$ cat src/rtl/wb_port_arbiter.sv
// Round-robin writeback arbiter: up to N_WP pending slot results per cycle are registered onto RF write ports.
// Optional same-cycle destination conflict deferral is enabled with `define WB_CONFLICT_CHECK_EN.
module wb_port_arbiter #(
  parameter int N_REQ       = 10,
  parameter int N_WP        = 2,
  parameter int DATA_W      = 32,
  parameter int ADDR_W      = 5,
  parameter int STALL_CNT_W = 16
) (
  input  logic                     clk,
  input  logic                     reset,
  input  logic [N_REQ-1:0]         req_valid,
  input  logic [N_REQ*ADDR_W-1:0]  req_addr,
  input  logic [N_REQ*DATA_W-1:0]  req_data,
  output logic [N_REQ-1:0]         req_ready,
  output logic [N_WP-1:0]          wr_en,
  output logic [N_WP*ADDR_W-1:0]   wr_addr,
  output logic [N_WP*DATA_W-1:0]   wr_data,
  output logic                     stall,
  output logic [STALL_CNT_W-1:0]   stall_cnt
);

  localparam int IDX_W = (N_REQ > 1) ? $clog2(N_REQ) : 1;
  localparam int CNT_W = $clog2(N_WP + 1);

  logic [IDX_W-1:0]       ptr_reg, ptr_next;
  logic [STALL_CNT_W-1:0] stall_cnt_reg, stall_cnt_next;

  logic [ADDR_W-1:0] addr_arr [N_REQ];
  logic [DATA_W-1:0] data_arr [N_REQ];

  genvar gi;
  generate
    for (gi = 0; gi < N_REQ; gi++) begin : g_unpack
      assign addr_arr[gi] = req_addr[gi*ADDR_W +: ADDR_W];
      assign data_arr[gi] = req_data[gi*DATA_W +: DATA_W];
    end
  endgenerate

  logic [N_REQ-1:0] grant;
  logic [N_WP-1:0]  port_vld;
  logic [IDX_W-1:0] port_sel [N_WP];
  logic [IDX_W-1:0] last_idx;
  logic [CNT_W-1:0] n_gnt;
  logic [IDX_W:0]   scan_sum;
  logic [IDX_W-1:0] scan_idx;
  logic             clash;

  // Walk slots from ptr in circular order; the k-th winner is bound to port k.
  always_comb begin
    grant    = '0;
    port_vld = '0;
    for (int k = 0; k < N_WP; k++) port_sel[k] = '0;
    last_idx = '0;
    n_gnt    = '0;
    scan_sum = '0;
    scan_idx = '0;
    clash    = 1'b0;
    for (int j = 0; j < N_REQ; j++) begin
      scan_sum = {1'b0, ptr_reg} + (IDX_W+1)'(j);
      if (scan_sum >= (IDX_W+1)'(N_REQ)) scan_sum = scan_sum - (IDX_W+1)'(N_REQ);
      scan_idx = scan_sum[IDX_W-1:0];
      clash    = 1'b0;
`ifdef WB_CONFLICT_CHECK_EN
      for (int k = 0; k < N_WP; k++) begin
        if (port_vld[k] && (addr_arr[port_sel[k]] == addr_arr[scan_idx])) clash = 1'b1;
      end
`endif
      if (req_valid[scan_idx] && (n_gnt < CNT_W'(N_WP)) && !clash) begin
        grant[scan_idx] = 1'b1;
        for (int k = 0; k < N_WP; k++) begin
          if (n_gnt == CNT_W'(k)) begin
            port_vld[k] = 1'b1;
            port_sel[k] = scan_idx;
          end
        end
        last_idx = scan_idx;
        n_gnt    = n_gnt + 1'b1;
      end
    end
  end

  // Grants and stall are forced low while reset is held.
  assign req_ready = reset ? '0 : grant;
  assign stall     = !reset && (|(req_valid & ~grant));
  assign stall_cnt = stall_cnt_reg;

  always_comb begin
    ptr_next = ptr_reg;
    if (|port_vld) begin
      ptr_next = (last_idx == IDX_W'(N_REQ - 1)) ? '0 : last_idx + 1'b1;
    end
    stall_cnt_next = stall_cnt_reg;
    if (stall && (stall_cnt_reg != '1)) stall_cnt_next = stall_cnt_reg + 1'b1;
  end

  always_ff @(posedge clk or posedge reset) begin
    if (reset) begin
      ptr_reg       <= '0;
      stall_cnt_reg <= '0;
    end else begin
      ptr_reg       <= ptr_next;
      stall_cnt_reg <= stall_cnt_next;
    end
  end

  generate
    for (gi = 0; gi < N_WP; gi++) begin : g_port
      logic              en_reg;
      logic [ADDR_W-1:0] addr_reg;
      logic [DATA_W-1:0] data_reg;

      // Idle ports drop wr_en but keep their last address/data.
      always_ff @(posedge clk or posedge reset) begin
        if (reset) begin
          en_reg   <= 1'b0;
          addr_reg <= '0;
          data_reg <= '0;
        end else begin
          en_reg <= port_vld[gi];
          if (port_vld[gi]) begin
            addr_reg <= addr_arr[port_sel[gi]];
            data_reg <= data_arr[port_sel[gi]];
          end
        end
      end

      assign wr_en[gi]                       = en_reg;
      assign wr_addr[gi*ADDR_W +: ADDR_W]    = addr_reg;
      assign wr_data[gi*DATA_W +: DATA_W]    = data_reg;
    end
  endgenerate

endmodule

$ cat config.mk
export PLATFORM = sky130hd
export DESIGN_NAME = wb_port_arbiter
export DESIGN_NICKNAME = d
export VERILOG_FILES = /design/src/rtl/wb_port_arbiter.sv
export SDC_FILE = /design/constraint.sdc
export NUM_CORES = 1
export LEC_CHECK = 0
export ABC_AREA = 1
export BUFFER_PORTS_ARGS = -buffer_cell sky130_fd_sc_hd__buf_2
export CAP_MARGIN = 20
export CELL_PAD_IN_SITES_DETAIL_PLACEMENT = 0
export CELL_PAD_IN_SITES_GLOBAL_PLACEMENT = 1
export CORE_MARGIN = 1
export CORE_UTILIZATION = 32
export DETAILED_ROUTE_END_ITERATION = 12
export GPL_ROUTABILITY_DRIVEN = 0
export PLACE_DENSITY = 0.78
export SKIP_CTS_REPAIR_TIMING = 1
export SLEW_MARGIN = 30
export SYNTH_ARGS = -nofsm -noshare
export SYNTH_HDL_FRONTEND = slang
export SYNTH_SLANG_ARGS = --single-unit
$ cat constraint.sdc
create_clock -name clk -period 12.2 [get_ports clk]
set_clock_uncertainty 0.15 [all_clocks]
set_input_delay 3.05 -clock clk [delete_from_list [all_inputs] [get_ports clk]]
set_output_delay 3.05 -clock clk [all_outputs]
set_load 0.02 [all_outputs]
=== Word-level counts from Yosys, hierarchy flattened ===
Cells that the tools add are included.

* Bits in registers: 96
* Input bits: 382
* Output and inout bits: 103
* Word-level logic and storage cells: 283

* $add $sub $neg: 29
* $lt $le $gt $ge: 41
* Equality and inequality tests: 11
* Multiplexer cells: 148
* Bitwise gates (word level): 13
* Reduce and logical (&&, ||, !) cells: 33

{| class="wikitable"
|+ Operators by type and width
! kind !! number
|-
| 32-bit binary-select mux with 4-bit select || 2
|-
| 4-bit 2-to-1 mux || 39
|-
| 32-bit 2-to-1 mux || 4
|-
| 10-bit 2-to-1 mux || 11
|-
| 10-bit OR || 9
|-
| 8-bit 2-to-1 mux || 9
|-
| 4-bit by 5-bit < comparator with 1-bit output (second input constant) || 10
|-
| 5-bit by 4-bit >= comparator with 1-bit output (second input constant) || 9
|-
| 1-bit binary-select mux with 4-bit select || 10
|-
| 5-bit binary-select mux with 4-bit select || 2
|-
| 1-bit demux with 4-bit select || 10
|-
| 4-bit by 1-bit >= comparator with 1-bit output (second input constant) || 10
|-
| 1-bit 2-to-1 mux || 40
|-
| 4-bit subtractor (second input constant) || 10
|-
| 2-bit 2-to-1 mux || 17
|-
| 1-bit logical AND || 21
|-
| 4-bit by 3-bit adder with 5-bit output (second input constant) || 4
|-
| 5-bit 2-to-1 mux || 4
|-
| 2-bit by 1-bit == test with 1-bit output (second input constant) || 9
|-
| 2-bit zero test || 9
|-
| 2-bit < comparator (second input constant) || 9
|-
| 16-bit by 1-bit adder with 16-bit output (second input constant) || 1
|-
| 2-bit by 1-bit adder with 2-bit output (second input constant) || 8
|-
| 16-bit != test (second input constant) || 1
|-
| other kinds (13) || 17
|}

=== Longest topological paths before layout ===
Gate-level depths: netlist of the first run.

* Depth after elaboration: 37
* Mapped depth: 63
* Depth with buffers taken out: 57

=== Worst setup path after synthesis of the first run ===
No wires, ideal clock.

* Path type: input-to-output
* Start: input port req_valid[3]
* End: output port stall
* Arrival: 9.157 ns
* Required time: 9.000 ns
* Path slack: -0.157 ns
* Stages on the path: 47
* Buffers on the path: 3
* Cell sequence: inv_1 o21ai_0 inv_1 o211ai_1 inv_1 nor2_2 buf_2 ha_1 inv_1 nand2_4 nor3_2 inv_2 nand2_1 ha_1 nand4_2 nand2_1 inv_1 ha_1 [... 11 more ...] ha_1 inv_1 nand2_1 and3_4 ha_1 inv_1 a21oi_1 nand2_4 inv_2 buf_2 nand3_1 nand4_1 nand2_1 nor2_1 nand3_2 buf_2 nand2_1 inv_1

* Longest elaborated chain between the ends: 34
* Elaborated cells on any way between the ends: 78
* Classes of those cells: add/sub: 8; order compare: 9; mux: 39; bitwise: 11; reduce/logical: 11

{| class="wikitable"
|+ RTL lines
! what !! RTL line !! RTL
|-
| start, declared || 12 || <nowiki>input logic [N_REQ-1:0] req_valid,</nowiki>
|-
| 1-bit binary-select mux with 4-bit select || 69 || <nowiki>if (req_valid[scan_idx] && (n_gnt < CNT_W'(N_WP)) && !clash) begin</nowiki>
|-
| 1-bit 2-to-1 mux (not written as such) || 69 ||
|-
| 1-bit 2-to-1 mux || 69 ||
|-
| 2-bit < comparator || 69 ||
|-
| 1-bit logical AND || 69 ||
|-
| 2-bit 2-to-1 mux || 69 ||
|-
| 2-bit < comparator || 69 ||
|-
| 1-bit logical AND || 69 ||
|-
| [... 18 more ...] || - ||
|-
| 2-bit 2-to-1 mux || 69 ||
|-
| 2-bit < comparator || 69 ||
|-
| 1-bit logical AND || 69 ||
|-
| 10-bit 2-to-1 mux || 69 ||
|-
| 10-bit NOT || 85 || <nowiki>assign stall = !reset && (|(req_valid & ~grant));</nowiki>
|-
| 10-bit AND (*) || 85 ||
|-
| 10-bit OR reduction (*) || 85 ||
|-
| 1-bit logical AND (*) || 85 ||
|-
| end, declared || 19 || <nowiki>output logic stall,</nowiki>
|}

Every way passes the cells marked *; elsewhere a longest branch is shown, timed or not. The select of a mux whose other input is x is not followed.

=== Final worst setup path of the first run ===
Ends and elaborated chain as after synthesis.

==> results of run 1 <==
-- critical path, delay by kind of cell --
kind	cells	cell delay, ns
compound gates	6	1.07
fa+ha+maj	7	1.71
buf+inv	15	1.07
simple gates	18	1.78
-- how the worst max path moves through the flow --
stage               depth (start not counted)  slack, ns    startpoint     to
floorplan                                  47       0.05  req_valid[5]  stall
global placement                           48      -0.03  req_valid[5]  stall
detailed placement                         48      -0.11  req_valid[5]  stall
CTS                                        48      -0.12  req_valid[5]  stall
global route                               47       0.03  req_valid[5]  stall
finish                                     46       0.34  req_valid[3]  stall
-- layout make-up --
class / count / area (um^2)
multi-input combinational: 2463 / 12230
fill: 6342 / 33610
timing repair buffer: 586 / 3273
tap: 748 / 935.9
sequential: 96 / 2404
clock inverter: 6 / 75.07
clock buffer: 10 / 239.0
inverter: 609 / 2298
antenna: 14 / 35.03
-- placed cells by master (no fill, tap or decap), types with 67 or more instances in the layout --
cell type and instances:
a21oi_1 106, buf_4 94, nand2_1 763, buf_2 482
inv_1 565, nor2_1 249, dfrtp_1 95, o21ai_0 67
nand3_1 919, o21ai_1 79
-- stage by stage --
| stage | TNS (ns) | hold slack, ns | utilization, % | area (um^2) |
|---|---|---|---|---|
| final | 0 | 0.3750 | 39.00 | 21490 |
| after floorplan | 0 | 0.4478 | - | 17880 |
| after global placement | -0.03082 | 0.3522 | 37.92 | 20890 |
| after global routing | 0 | 0.3989 | 38.98 | 21470 |
| after detailed placement | -0.1071 | 0.3476 | 38.00 | 20930 |
| after CTS | -0.1154 | 0.3770 | 38.57 | 21250 |
-- per-layer routing --
layer,vias to the layer above,track usage [%],part of all wire (%)
met2,1426,48.03,44
li1,11600,-,-
met1,11040,41.47,41
met5,-,0,0.14
met4,18,12.49,3.9
met3,209,6.814,11
-- logic make-up (layout without fill, tap and decap cells) --
kind of cell	after synthesis	in the layout
AO/OA/AOI/OAI	315	315
XOR/XNOR	22	22
adder cells (fa/ha/maj)	41	41
buffers and inverters	821	1211
flip-flops	96	96
other	0	14
AND/OR/NAND/NOR	2085	2085
==> results.rst, run 1 <==
.. list-table::
   :header-rows: 1

   * - Metric
     - Value
   * - Post-synth EDFFs
     - 0
   * - Max-slew violation count
     - 0
   * - Routed wirelength normalized by instance count
     - 20.25 um
   * - CTS buffer count
     - 9
   * - Clock root cell
     - clkbuf_16
   * - Post-synthesis compound-gate area fraction
     - 9.750%
   * - Final hold vios
     - 0
   * - Main combinational cell family by area after synthesis
     - simple AND/OR/NAND/NOR gates
   * - Via count
     - 24.30k
   * - Max-capacitance violation count
     - 0
   * - Die outline area
     - 56770 um^2
   * - Netlist cell types
     - 57
   * - Number of H-tree levels
     - 3
   * - Number of sinks handled by clock tree synthesis
     - 96
   * - Top cells by area, synth
     - nand3_1 26%, nand2_1 16%, dfrtp_1 13%
   * - CP Data Arrival Time
     - 8.66 ns
   * - Max reg flops
     - 64
   * - Initial core utilization
     - 32.42%
   * - Gr ovfl total
     - 0
   * - Result of the run
     - finished, final reports clean
   * - Via density
     - 5.361
   * - Most used flip-flop cell after synthesis
     - dfrtp_1
   * - Cell Area, Synth
     - 17860 um^2
   * - Cell seen most often among critical-path stages
     - inv_1
   * - Worst slew pin tran
     - 1.015 ns
   * - Library cell with the highest instance count after synthesis
     - nand3_1
   * - Clk_lat worst skew
     - 0.39 ns
   * - Number of nets produced by synthesis
     - 3803
   * - Worst slack, placed
     - -0.1071 ns
   * - Warnings from Yosys
     - 0
   * - XOR/XNOR share of the synthesized area
     - 1.247%
   * - Number of cells on the worst reg-to-reg path
     - 51
   * - Largest net degree at the start of global routing
     - 144
   * - Number of violations reported at the end of detailed-routing iteration 0
     - 2986
   * - Endpoint required time on the critical path
     - 9.00 ns
   * - Crit end category
     - output port
   * - Drt total wl
     - 91.77 mm
   * - Half-perimeter wire length of the detailed placement result
     - 64.78 mm
   * - Highest clock rate
     - 0.08434 GHz
   * - Slew margin rel.
     - 32.34%
   * - Cell at the slowest stage of the critical path
     - o211ai_1
   * - Mean instance size in the synthesized netlist
     - 5.285 um^2
   * - Source of the worst hold timing path
     - stall_cnt[15]
   * - Number of synthesized register bits
     - 96
   * - Portion of synthesized cell area occupied by the leading cell type
     - 25.78%
   * - Final setup viols
     - 0
   * - I/O pin cnt
     - 485
   * - Synth Area in Simple Gates
     - 53.16%
   * - Min-Delay Path Class
     - reg -> reg
   * - Type of the worst setup path
     - in -> out
   * - Depth of the worst hold-timing path
     - 2
   * - Non-filler instance count after layout
     - 4532
   * - Initial antenna violation count
     - 23
   * - Global-route total usage across every layer
     - 31.01%
   * - Endpoint, Worst Hold
     - stall_cnt[15]
   * - Most used standard cells in the synthesized netlist
     - 920 x nand3_1, 776 x nand2_1, 572 x inv_1
   * - Fraction of synthesized area in multiplexers
     - 0%
   * - Buffer levels on the longest clock path
     - 2
   * - Portion of the post-synthesis area used by sequential elements
     - 13.45%
   * - Slowest Stage Delay on Critical Path
     - 0.28 ns
   * - Endpoint of the most critical register-to-register path
     - g_port[1].data_reg[15]
   * - RSZ-0062 raised after global routing
     - no
   * - Die span in x
     - 238.3 um
   * - Fraction of final layout cells with drive strength greater than 1
     - 20.24%
   * - Number of core rows
     - 86
   * - Instance count of the mapped netlist
     - 3380
   * - TritonCTS clock tree
     - built
   * - Dpl cells
     - 4499
   * - Startpoint type of the worst setup path
     - input pin
   * - Post-route ant nets
     - 0
   * - Minimum clock period after layout
     - 11.86 ns
   * - Synthesis-to-finish area growth
     - 20.28%
   * - Die Y-Extent
     - 238.3 um
   * - Register clock-pin slew on the reported worst setup and hold paths
     - 0.08 ns
   * - Register-to-Register Setup Slack
     - 2.47 ns
   * - Worst path setup slack after routing
     - 0.3439 ns
   * - Count of buffers from port buffering
     - 484
   * - Post-layout nets
     - 4188
   * - Cell type with the largest total area after synthesis
     - nand3_1
   * - DRT Pass-1 Iters
     - 7
   * - Placeable core area
     - 55090 um^2
   * - Number of global-route vias before repair
     - 22.40k
   * - Launch point of the worst reg-to-reg path
     - ptr_reg[0]
   * - Count of unresolved DRC violations after routing
     - 0
   * - Adder and majority gate portion of the synthesized area
     - 2.914%
   * - Wire length of the first global-routing pass
     - 135.8 mm
   * - Post-route fraction of the period consumed by the critical path
     - 97.18%
   * - Highest net fanout along the worst path
     - 6
   * - Async SR Flop Fraction
     - 100.0%
Power of run 1 is not shown: default switching activity piles up to over one toggle a cycle in this logic, so the estimate is an artifact.
==> run 2, diff against run 1 <==
--- a/config.mk
+++ b/config.mk
@@ -14,7 +14,7 @@
 export CORE_UTILIZATION = 32
 export DETAILED_ROUTE_END_ITERATION = 12
 export GPL_ROUTABILITY_DRIVEN = 0
-export PLACE_DENSITY = 0.78
+export PLACE_DENSITY_LB_ADDON = 0.05
 export SKIP_CTS_REPAIR_TIMING = 1
 export SLEW_MARGIN = 30
 export SYNTH_ARGS = -nofsm -noshare
==> results.rst, run 2 (synthesized netlist as in run 1, its figures left out) <==
.. list-table::
   :header-rows: 1

   * - Metric
     - Value
   * - Highest metal layer with signal wires
     - met5
   * - Die outline area
     - 56770 um^2
   * - I/O pin cnt
     - 485
   * - DRT Pass-1 Iters
     - 8
   * - Number of global-route vias before repair
     - 22.76k
   * - Final hold vios
     - 0
   * - Post-route ant nets
     - 0
   * - Global-route total usage across every layer
     - 32.59%
   * - Fraction of final layout cells with drive strength greater than 1
     - 20.52%
   * - Drt total wl
     - 96.29 mm
   * - Buffer levels on the longest clock path
     - 2
   * - Sum of met2 wire segment lengths after detailed routing
     - 43.13 mm
   * - Filler instances
     - 6322
   * - Max-capacitance violation count
     - 0
   * - Number of H-tree levels
     - 3
   * - Slowest Stage Delay on Critical Path
     - 0.28 ns
   * - Met3 routed wirelength
     - 8.686 mm
   * - Top library cells by usage in the layout, fill and taps aside
     - 918 x nand3_1, 762 x nand2_1, 565 x inv_1
   * - Initial core utilization
     - 32.42%
   * - Register clock-pin slew on the reported worst setup and hold paths
     - 0.06 ns
   * - Worst path setup slack after routing
     - 0.2448 ns
   * - Count of unresolved DRC violations after routing
     - 0
   * - Endpoint required time on the critical path
     - 9.00 ns
   * - Post-route fraction of the period consumed by the critical path
     - 97.99%
   * - Initial antenna violation count
     - 27
   * - Wire length of the first global-routing pass
     - 141.3 mm
   * - Largest net degree at the start of global routing
     - 186
   * - Clk_lat worst skew
     - 0.41 ns
   * - Synthesis-to-finish area growth
     - 20.83%
   * - Slew margin rel.
     - 33.23%
   * - Cell at the slowest stage of the critical path
     - ha_1
   * - CTS buffer count
     - 9
   * - Number of violations reported at the end of detailed-routing iteration 0
     - 2616
   * - Worst slack, placed
     - 0.006000 ns
   * - Number of core rows
     - 86
   * - Startpoint type of the worst setup path
     - input pin
   * - Highest clock rate
     - 0.08365 GHz
   * - Highest net fanout along the worst path
     - 6
   * - Minimum clock period after layout
     - 11.96 ns
   * - Cell seen most often among critical-path stages
     - inv_2
   * - Via count
     - 24.67k
   * - Die Y-Extent
     - 238.3 um
   * - Crit end category
     - output port
   * - Max-slew violation count
     - 0
   * - Routed wirelength normalized by instance count
     - 21.19 um
   * - Type of the worst setup path
     - in -> out
   * - Met1 routed wirelength after detailed routing
     - 41.82 mm
   * - Half-perimeter wire length of the detailed placement result
     - 67.49 mm
   * - Placeable core area
     - 55090 um^2
   * - TritonCTS clock tree
     - built
   * - Min-Delay Path Class
     - reg -> reg
   * - Final setup viols
     - 0
   * - CP Data Arrival Time
     - 8.76 ns
   * - Clock root cell
     - clkbuf_16
   * - Max reg flops
     - 64
   * - Gr ovfl total
     - 0
   * - Die span in x
     - 238.3 um
   * - Most frequent standard cell in the layout excluding fill and tap cells
     - nand3_1
   * - Via density
     - 5.427
   * - Number of sinks handled by clock tree synthesis
     - 96
   * - Result of the run
     - finished, final reports clean
   * - Post-layout nets
     - 4199
   * - Count of buffers from port buffering
     - 484
   * - Worst slew pin tran
     - 1.001 ns
## run 2: cell types whose count changed in the layout (fill, tap and decap cells not counted), sizes merged
cell and delta:
diode +2, bufinv +1, buf +11, clkinv -2
inv +1
## run 2: worst paths after layout
kind                       slack [ns]                     end  cells past startpoint     startpoint
min in group asynchronous        2.66  g_port[0].data_reg[28]                      2          reset
min reg2reg                      0.35           stall_cnt[15]                      2  stall_cnt[15]
max                              0.24                   stall                     49   req_valid[4]
max reg2reg                      2.22  g_port[0].data_reg[28]                     54     ptr_reg[3]
min                              0.35           stall_cnt[15]                      2  stall_cnt[15]
max in group asynchronous        7.94   g_port[0].data_reg[9]                      3          reset
## run 2: per-layer routing
layer  up-vias  track usage, %
met2      1250           50.82
met5         -               0
met1     11610           44.92
met3       168           6.455
li1      11610               -
met4        26           10.02
## run 2: area by class of cell
| type | count | area (um^2) | share of cell area [%] |
|---|---|---|---|
| repair buffers | 597 | 3337 | 15.46 |
| clock inverters | 6 | 90.09 | 0.4174 |
| clock buffers | 10 | 239.0 | 1.107 |
| inverters | 609 | 2296 | 10.64 |
| diodes | 16 | 40.04 | 0.1855 |
| multi-input cells | 2463 | 12240 | 56.73 |
| well taps | 748 | 935.9 | 4.336 |
| flip-flops and latches | 96 | 2402 | 11.13 |
## run 2: per-stage QoR
| stage | setup TNS, ns | std cells | hold WS, ns | cell area [um^2] | util [%] |
|---|---|---|---|---|---|
| 3_5_place_dp | 0 | 4504 | 0.3375 | 20970 | 38.07 |
| 2_1_floorplan | 0 | 3380 | 0.4478 | 17880 | - |
| 4_1_cts | 0 | 4520 | 0.3531 | 21300 | 38.66 |
| 6_report | 0 | 4545 | 0.3459 | 21580 | 39.18 |
| 3_3_place_gp | 0 | 4504 | 0.3344 | 20960 | 38.05 |
| 5_1_grt | -0.02434 | 4542 | 0.4054 | 21580 | 39.16 |
## run 2: critical path, delay by kind of cell
kind                     cells  cell delay (ns)
buffers and inverters       18             1.48
AND/OR/NAND/NOR             21             2.04
AO/OA/AOI/OAI                4             0.66
adder cells (fa/ha/maj)      6             1.52
Power of run 2 is left out for the same reason.
